### src/rtl/bit_count_controller_if.sv
// Command channel into the bit counter sequencer: valid/ready handshake plus
// the opcode, its argument and the prescale divider sampled at run start.
interface bit_count_controller_if #(
  parameter int WIDTH      = 4,
  parameter int PRESCALE_W = 8
);
  logic                  cmd_valid;
  logic                  cmd_ready;
  logic [1:0]            cmd_op;
  logic [WIDTH-1:0]      cmd_arg;
  logic [PRESCALE_W-1:0] div;

  modport master (output cmd_valid, cmd_op, cmd_arg, div, input cmd_ready);
  modport slave  (input cmd_valid, cmd_op, cmd_arg, div, output cmd_ready);
endinterface

### src/rtl/bit_count_controller.sv
// Command-driven sequencer owning the WIDTH-bit count register: clear, load,
// counted or free runs with a prescaler, pause and abort.
module bit_count_controller #(
  parameter int WIDTH      = 4,
  parameter int PRESCALE_W = 8
) (
  input  logic                   clk,
  input  logic                   rst,
  bit_count_controller_if.slave  cmd,
  input  logic                   pause,
  input  logic                   abort,
  output logic [WIDTH-1:0]       count,
  output logic                   busy,
  output logic                   done,
  output logic                   wrap
);

  localparam logic [1:0] OP_CLEAR    = 2'b00;
  localparam logic [1:0] OP_LOAD     = 2'b01;
  localparam logic [1:0] OP_RUN_N    = 2'b10;

  typedef enum logic [1:0] {
    S_IDLE  = 2'd0,
    S_RUN   = 2'd1,
    S_PAUSE = 2'd2,
    S_DONE  = 2'd3
  } state_t;

  state_t                r_state;
  state_t                w_state_nxt;
  logic [WIDTH-1:0]      r_count;
  logic [WIDTH-1:0]      r_rem;
  logic [PRESCALE_W-1:0] r_pre;
  logic [PRESCALE_W-1:0] r_div_q;
  logic                  r_free;
  logic                  r_wrap;
  logic                  w_accept;
  logic                  w_tick;
  logic                  w_step;

  assign cmd.cmd_ready = !rst && (r_state == S_IDLE);
  assign w_accept      = cmd.cmd_valid && cmd.cmd_ready;
  assign w_tick        = (r_pre == r_div_q);

  // A PAUSE cycle with pause released acts as a RUN cycle, so a run is
  // delayed by exactly the number of cycles pause was held high.
  always_comb begin
    w_state_nxt = r_state;
    w_step      = 1'b0;
    case (r_state)
      S_IDLE: begin
        if (w_accept && cmd.cmd_op[1]) begin
          if (cmd.cmd_op == OP_RUN_N && cmd.cmd_arg == '0) w_state_nxt = S_DONE;
          else                                             w_state_nxt = S_RUN;
        end
      end
      S_RUN, S_PAUSE: begin
        if (abort) begin
          w_state_nxt = S_IDLE;
        end else if (pause) begin
          w_state_nxt = S_PAUSE;
        end else begin
          w_step      = 1'b1;
          w_state_nxt = S_RUN;
          if (w_tick && !r_free && r_rem == WIDTH'(1)) w_state_nxt = S_DONE;
        end
      end
      S_DONE:  w_state_nxt = S_IDLE;
      default: w_state_nxt = S_IDLE;
    endcase
  end

  always_ff @(posedge clk) begin
    if (rst) begin
      r_state <= S_IDLE;
      r_count <= '0;
      r_rem   <= '0;
      r_pre   <= '0;
      r_div_q <= '0;
      r_free  <= 1'b0;
      r_wrap  <= 1'b0;
    end else begin
      r_state <= w_state_nxt;
      r_wrap  <= 1'b0;
      if (w_accept) begin
        case (cmd.cmd_op)
          OP_CLEAR: r_count <= '0;
          OP_LOAD:  r_count <= cmd.cmd_arg;
          default: begin
            r_rem   <= cmd.cmd_arg;
            r_div_q <= cmd.div;
            r_pre   <= '0;
            r_free  <= cmd.cmd_op[0];
          end
        endcase
      end
      if (w_step) begin
        if (w_tick) begin
          r_pre   <= '0;
          r_count <= r_count + WIDTH'(1);
          r_rem   <= r_rem - WIDTH'(1);
          r_wrap  <= &r_count;
        end else begin
          r_pre <= r_pre + PRESCALE_W'(1);
        end
      end
    end
  end

  assign count = r_count;
  assign busy  = (r_state != S_IDLE);
  assign done  = (r_state == S_DONE);
  assign wrap  = r_wrap;

endmodule

### src/flat_wrapper.sv
// flat-port wrapper written by rule: the top's interface ports become plain ports
module bit_count_controller_flat 
#(
  parameter int WIDTH      = 4,
  parameter int PRESCALE_W = 8
)
  (clk, rst, pause, abort, count, busy, done, wrap, cmd_cmd_valid, cmd_cmd_op, cmd_cmd_arg, cmd_div, cmd_cmd_ready);
  bit_count_controller_if #(.WIDTH(WIDTH), .PRESCALE_W(PRESCALE_W)) cmd_i ();
  input  logic clk;
  input  logic rst;
  input  logic pause;
  input  logic abort;
  output logic [WIDTH-1:0] count;
  output logic busy;
  output logic done;
  output logic wrap;
  input wire logic [$bits(cmd_i.cmd_valid)-1:0] cmd_cmd_valid;
  input wire logic [$bits(cmd_i.cmd_op)-1:0] cmd_cmd_op;
  input wire logic [$bits(cmd_i.cmd_arg)-1:0] cmd_cmd_arg;
  input wire logic [$bits(cmd_i.div)-1:0] cmd_div;
  output wire logic [$bits(cmd_i.cmd_ready)-1:0] cmd_cmd_ready;
  assign cmd_i.cmd_valid = cmd_cmd_valid;
  assign cmd_i.cmd_op = cmd_cmd_op;
  assign cmd_i.cmd_arg = cmd_cmd_arg;
  assign cmd_i.div = cmd_div;
  assign cmd_cmd_ready = cmd_i.cmd_ready;
  bit_count_controller #(.WIDTH(WIDTH), .PRESCALE_W(PRESCALE_W)) u_core (.clk(clk), .rst(rst), .cmd(cmd_i), .pause(pause), .abort(abort), .count(count), .busy(busy), .done(done), .wrap(wrap));
endmodule
### config.mk
export PLATFORM = sky130hd
export DESIGN_NAME = bit_count_controller_flat
export DESIGN_NICKNAME = d
export VERILOG_FILES = /design/src/rtl/bit_count_controller_if.sv /design/src/rtl/bit_count_controller.sv /design/src/flat_wrapper.sv
export SDC_FILE = /design/constraint.sdc
export NUM_CORES = 1
export LEC_CHECK = 0
export ABC_AREA = 1
export CORE_UTILIZATION = 50
export CTS_CLUSTER_DIAMETER = 40
export DETAILED_ROUTE_END_ITERATION = 10
export HOLD_SLACK_MARGIN = 0.1
export PLACE_DENSITY = 0.76
export SETUP_SLACK_MARGIN = 0.02
export SLEW_MARGIN = 20
export SYNTH_ARGS = -nofsm -noshare
export SYNTH_HDL_FRONTEND = slang
export SYNTH_SLANG_ARGS = --single-unit
### constraint.sdc
create_clock -name clk -period 1.8 [get_ports clk]
set_clock_uncertainty 0.05 [all_clocks]
set_input_delay 0.18 -clock clk [delete_from_list [all_inputs] [get_ports clk]]
set_output_delay 0.18 -clock clk [all_outputs]
set_load 0.02 [all_outputs]
==> results_dict.tcl <==
set metrics [dict create \
    drive_above_1_share_pct 13.26 \
    yosysUniqueCellTypes 29 \
    seq_area_frac_synth_pct 34.41 \
    p_leak_nw 0.8164 \
    cts_sinks 28 \
    worstSetupEndpointType "output port" \
    stdcell_area_um2 2008 \
    postCtsHoldBufs 0 \
    cts-buffers-inserted 3 \
    fp.dieH_um 59.08 \
    hold_viol 0 \
    placed_cells 302 \
    ant_nets 0 \
    drt_iter0_drc 85 \
    cp.arrival_ns 1.44 \
    worstMarginPinSlew_ns 0.5156 \
    core.rowCount 20 \
    start_util_pct 52.93 \
    place.gp.congestion 0.8501 \
    crit_path_start_kind "register" \
    io-pin-count 27 \
    status "completed" \
    core_region_area_um2 3078 \
    synth_seq_cells 28 \
    r2r_start "u_core.r_state[0]$_SDFFE_PP0P_" \
    path_class "reg2out" \
    min-delay-start "cmd_div[3]" \
    crit_path_start "u_core.r_state[0]$_SDFFE_PP0P_" \
    first_pass_iters 4 \
    path_cells "inv_1 -> ha_1 -> inv_1 -> dlygate4sd2_1" \
    fmax_ghz 0.5988 \
    power_density_nw_per_um2 874.6 \
    cpMaxStageDelayCell "dfxtp_1" \
    insertion_delay_ns 0.33 \
    synth_edf_count 0 \
    synthFlopType "dfxtp_1" \
    slew_headroom_pct 65.59 \
    drc 0 \
    crit_required_ns 1.57 \
    nNetsFinal 292 \
    placement.io_buffers 26 \
    synthTopCellsByArea "dfxtp_1 34%, nand2_1 14%, inv_1 6.9%, a21oi_1 6.8%, ha_1 5.4%" \
    syn_area_um2 1629 \
    reg2regPathDepth 8 \
    area_growth_pct 23.27 \
    rrSetupSlack_ns 0.16 \
    wl_met3_um 171 \
    seqCellArea_um2 560.5 \
    fin_ws_ns 0.1299 \
    hold_slack_ns 0.3410 \
    antenna_found_initial 0 \
    critical-path-top-delay-family "buffers and inverters" \
    synthArstFlopShare_pct 0 \
    placed_area_um2 1953 \
    crit_path_max_incr_delay_ns 0.37 \
    instances_no_fill 308 \
    pre_cts_ws_ns 0.1073 \
    multi_input_area_um2 904.6 \
    syn-num-nets 258 \
    grt_max_degree 16 \
    cts_tree "built" \
    fin_crit_ns 1.670 \
    clkTransAtPathRegs_ns 0.15 \
    via_count 1569 \
    grt_usage_pct 23.13 \
    die_x_um 59.08 \
    grt_pass1_vias 1443 \
    setup_violations 0 \
    grt_pass1_wl_mm 6.127 \
    wire_per_inst_um 11.83 \
    path_max_fanout 3 \
    slew_violations 0 \
    grt_remaining_overflow 0 \
    holdPathStages 3 \
    cap_violations 0 \
    dieArea_um2 3490 \
    antenna_cells 0 \
    cts_max_level 1 \
    path_depth 4 \
    cpMostUsedCell "inv_1" \
    yosysTopAreaCellShare_pct 34.41 \
    root_buffer "clkbuf_4" \
    highest_layer "met4" \
    crit_buf_inv 3 \
    vdd.ir_drop.worst_v 0.0005109 \
    avgSynthCellArea_um2 7.022 \
    yosysTopAreaCell "dfxtp_1" \
    dr_wl_met2_mm 1.552 \
    clockBufferDepth 2 \
    n_fill_cell 284 \
    viasPerCell 5.094 \
    synth_cells 232 \
    wl_mm 3.645 \
    tns_ns 0 \
    hpwl_mm 2.655 \
    rsz0062_at_grt "no" \
    hp-class "in2reg" \
    yosys_warnings 0 \
    fin_crit_sh_pct 92.78 \
    wl_met1_mm 1.874 \
]
==> timing repair <==
action | CTS | global route
setup endpoints to repair | 2 | 14
pin swaps | 0 | 2
setup buffers | 0 | 3
resized for setup | 2 | 3
==> area by class of cell <==
class                      instances  area share [%]
inverter                          37           6.916
multi-input combinational        161           45.05
timing repair buffer              35           16.26
clock buffer                       3           1.121
sequential                        28           27.91
tap                               44           2.741
==> state kept, by name, indices dropped and copies added, names as in the netlist <==
signal          cells
u_core.r_free       1
u_core.r_div_q      8
u_core.r_state      2
u_core.wrap         1
u_core.r_rem        4
u_core.count        4
u_core.r_pre        8
==> cells by family (layout without fill, tap and decap cells) <==
logic type / Yosys count / count (layout) / share of synthesized area, %
AOI/OAI and AO/OA: 46 / 46 / 16.28
xor gates and xnor gates: 8 / 8 / 4.301
buffers and inverters: 43 / 75 / 10.75
and+or+nand+nor: 100 / 100 / 28.88
adders and majority gates: 7 / 7 / 5.376
DFF: 28 / 28 / 34.41
==> layout by cell type, fill, tap and decap left out, types with 4 or more instances in the layout <==
master            n
inv_2             7
clkdlybuf4s50_1  24
nor3_1            4
buf_4             9
nand3_1          12
o21ai_1           5
a21oi_1          22
xnor2_1           4
xor2_1            4
o21ai_0          11
dfxtp_1          28
nand4_1           5
nor2_1            8
inv_1            30
nand2_1          59
ha_1              7
==> tightest hold or removal path, cell delays in order <==
cell and delay [ns]:
clkdlybuf4s50_1 0.39, nand2_1 0.06, a21oi_1 0.05
==> final timing paths <==
path | end
hold reg to reg | u_core.r_div_q[1]$_SDFFE_PP0P_
setup / recovery | busy
setup reg to reg | u_core.r_pre[0]$_SDFFE_PP0P_
hold / removal | u_core.r_div_q[3]$_SDFFE_PP0P_
==> layer usage <==
layer | vias to the layer above | global-route usage [%]
li1 | 812 | -
met1 | 706 | 31.53
met2 | 46 | 37.99
met3 | 5 | 3.930
met4 | 0 | 5.782
met5 | - | 0
==> through the flow <==
step / util (%) / total power, W
floorplan: - / 0.001270
global placement: 63.46 / 0.001483
detailed placement: 63.46 / 0.001494
CTS: 64.11 / 0.001745
global route: 65.24 / 0.001881
finish: 65.24 / 0.001756
==> power breakdown <==
| part | total (W) | leakage [nW] | internal [W] | switching, W |
|---|---|---|---|---|
| Combinational | 0.000756 | 0.575 | 0.000298 | 0.000458 |
| Clock | 0.000261 | 0.0138 | 0.0000787 | 0.000182 |
| Sequential | 0.000740 | 0.227 | 0.000691 | 0.0000486 |
==> cells in the mapped netlist (2+ instances only) <==
cell,count
xor2_1,4
inv_2,7
o211ai_2,3
dfxtp_1,28
ha_1,7
nand4_1,5
o211ai_1,2
nand2_2,2
nor3_1,4
xnor2_1,4
inv_1,30
nor2_1,8
nor2_2,4
nand3_1,12
buf_2,2
clkbuf_1,2
o21ai_1,5
o21ai_0,11
nor2_4,2
nand2_1,59
a21oi_1,22
nor3_2,2
Note: power is estimated with default switching activity, not from simulation.
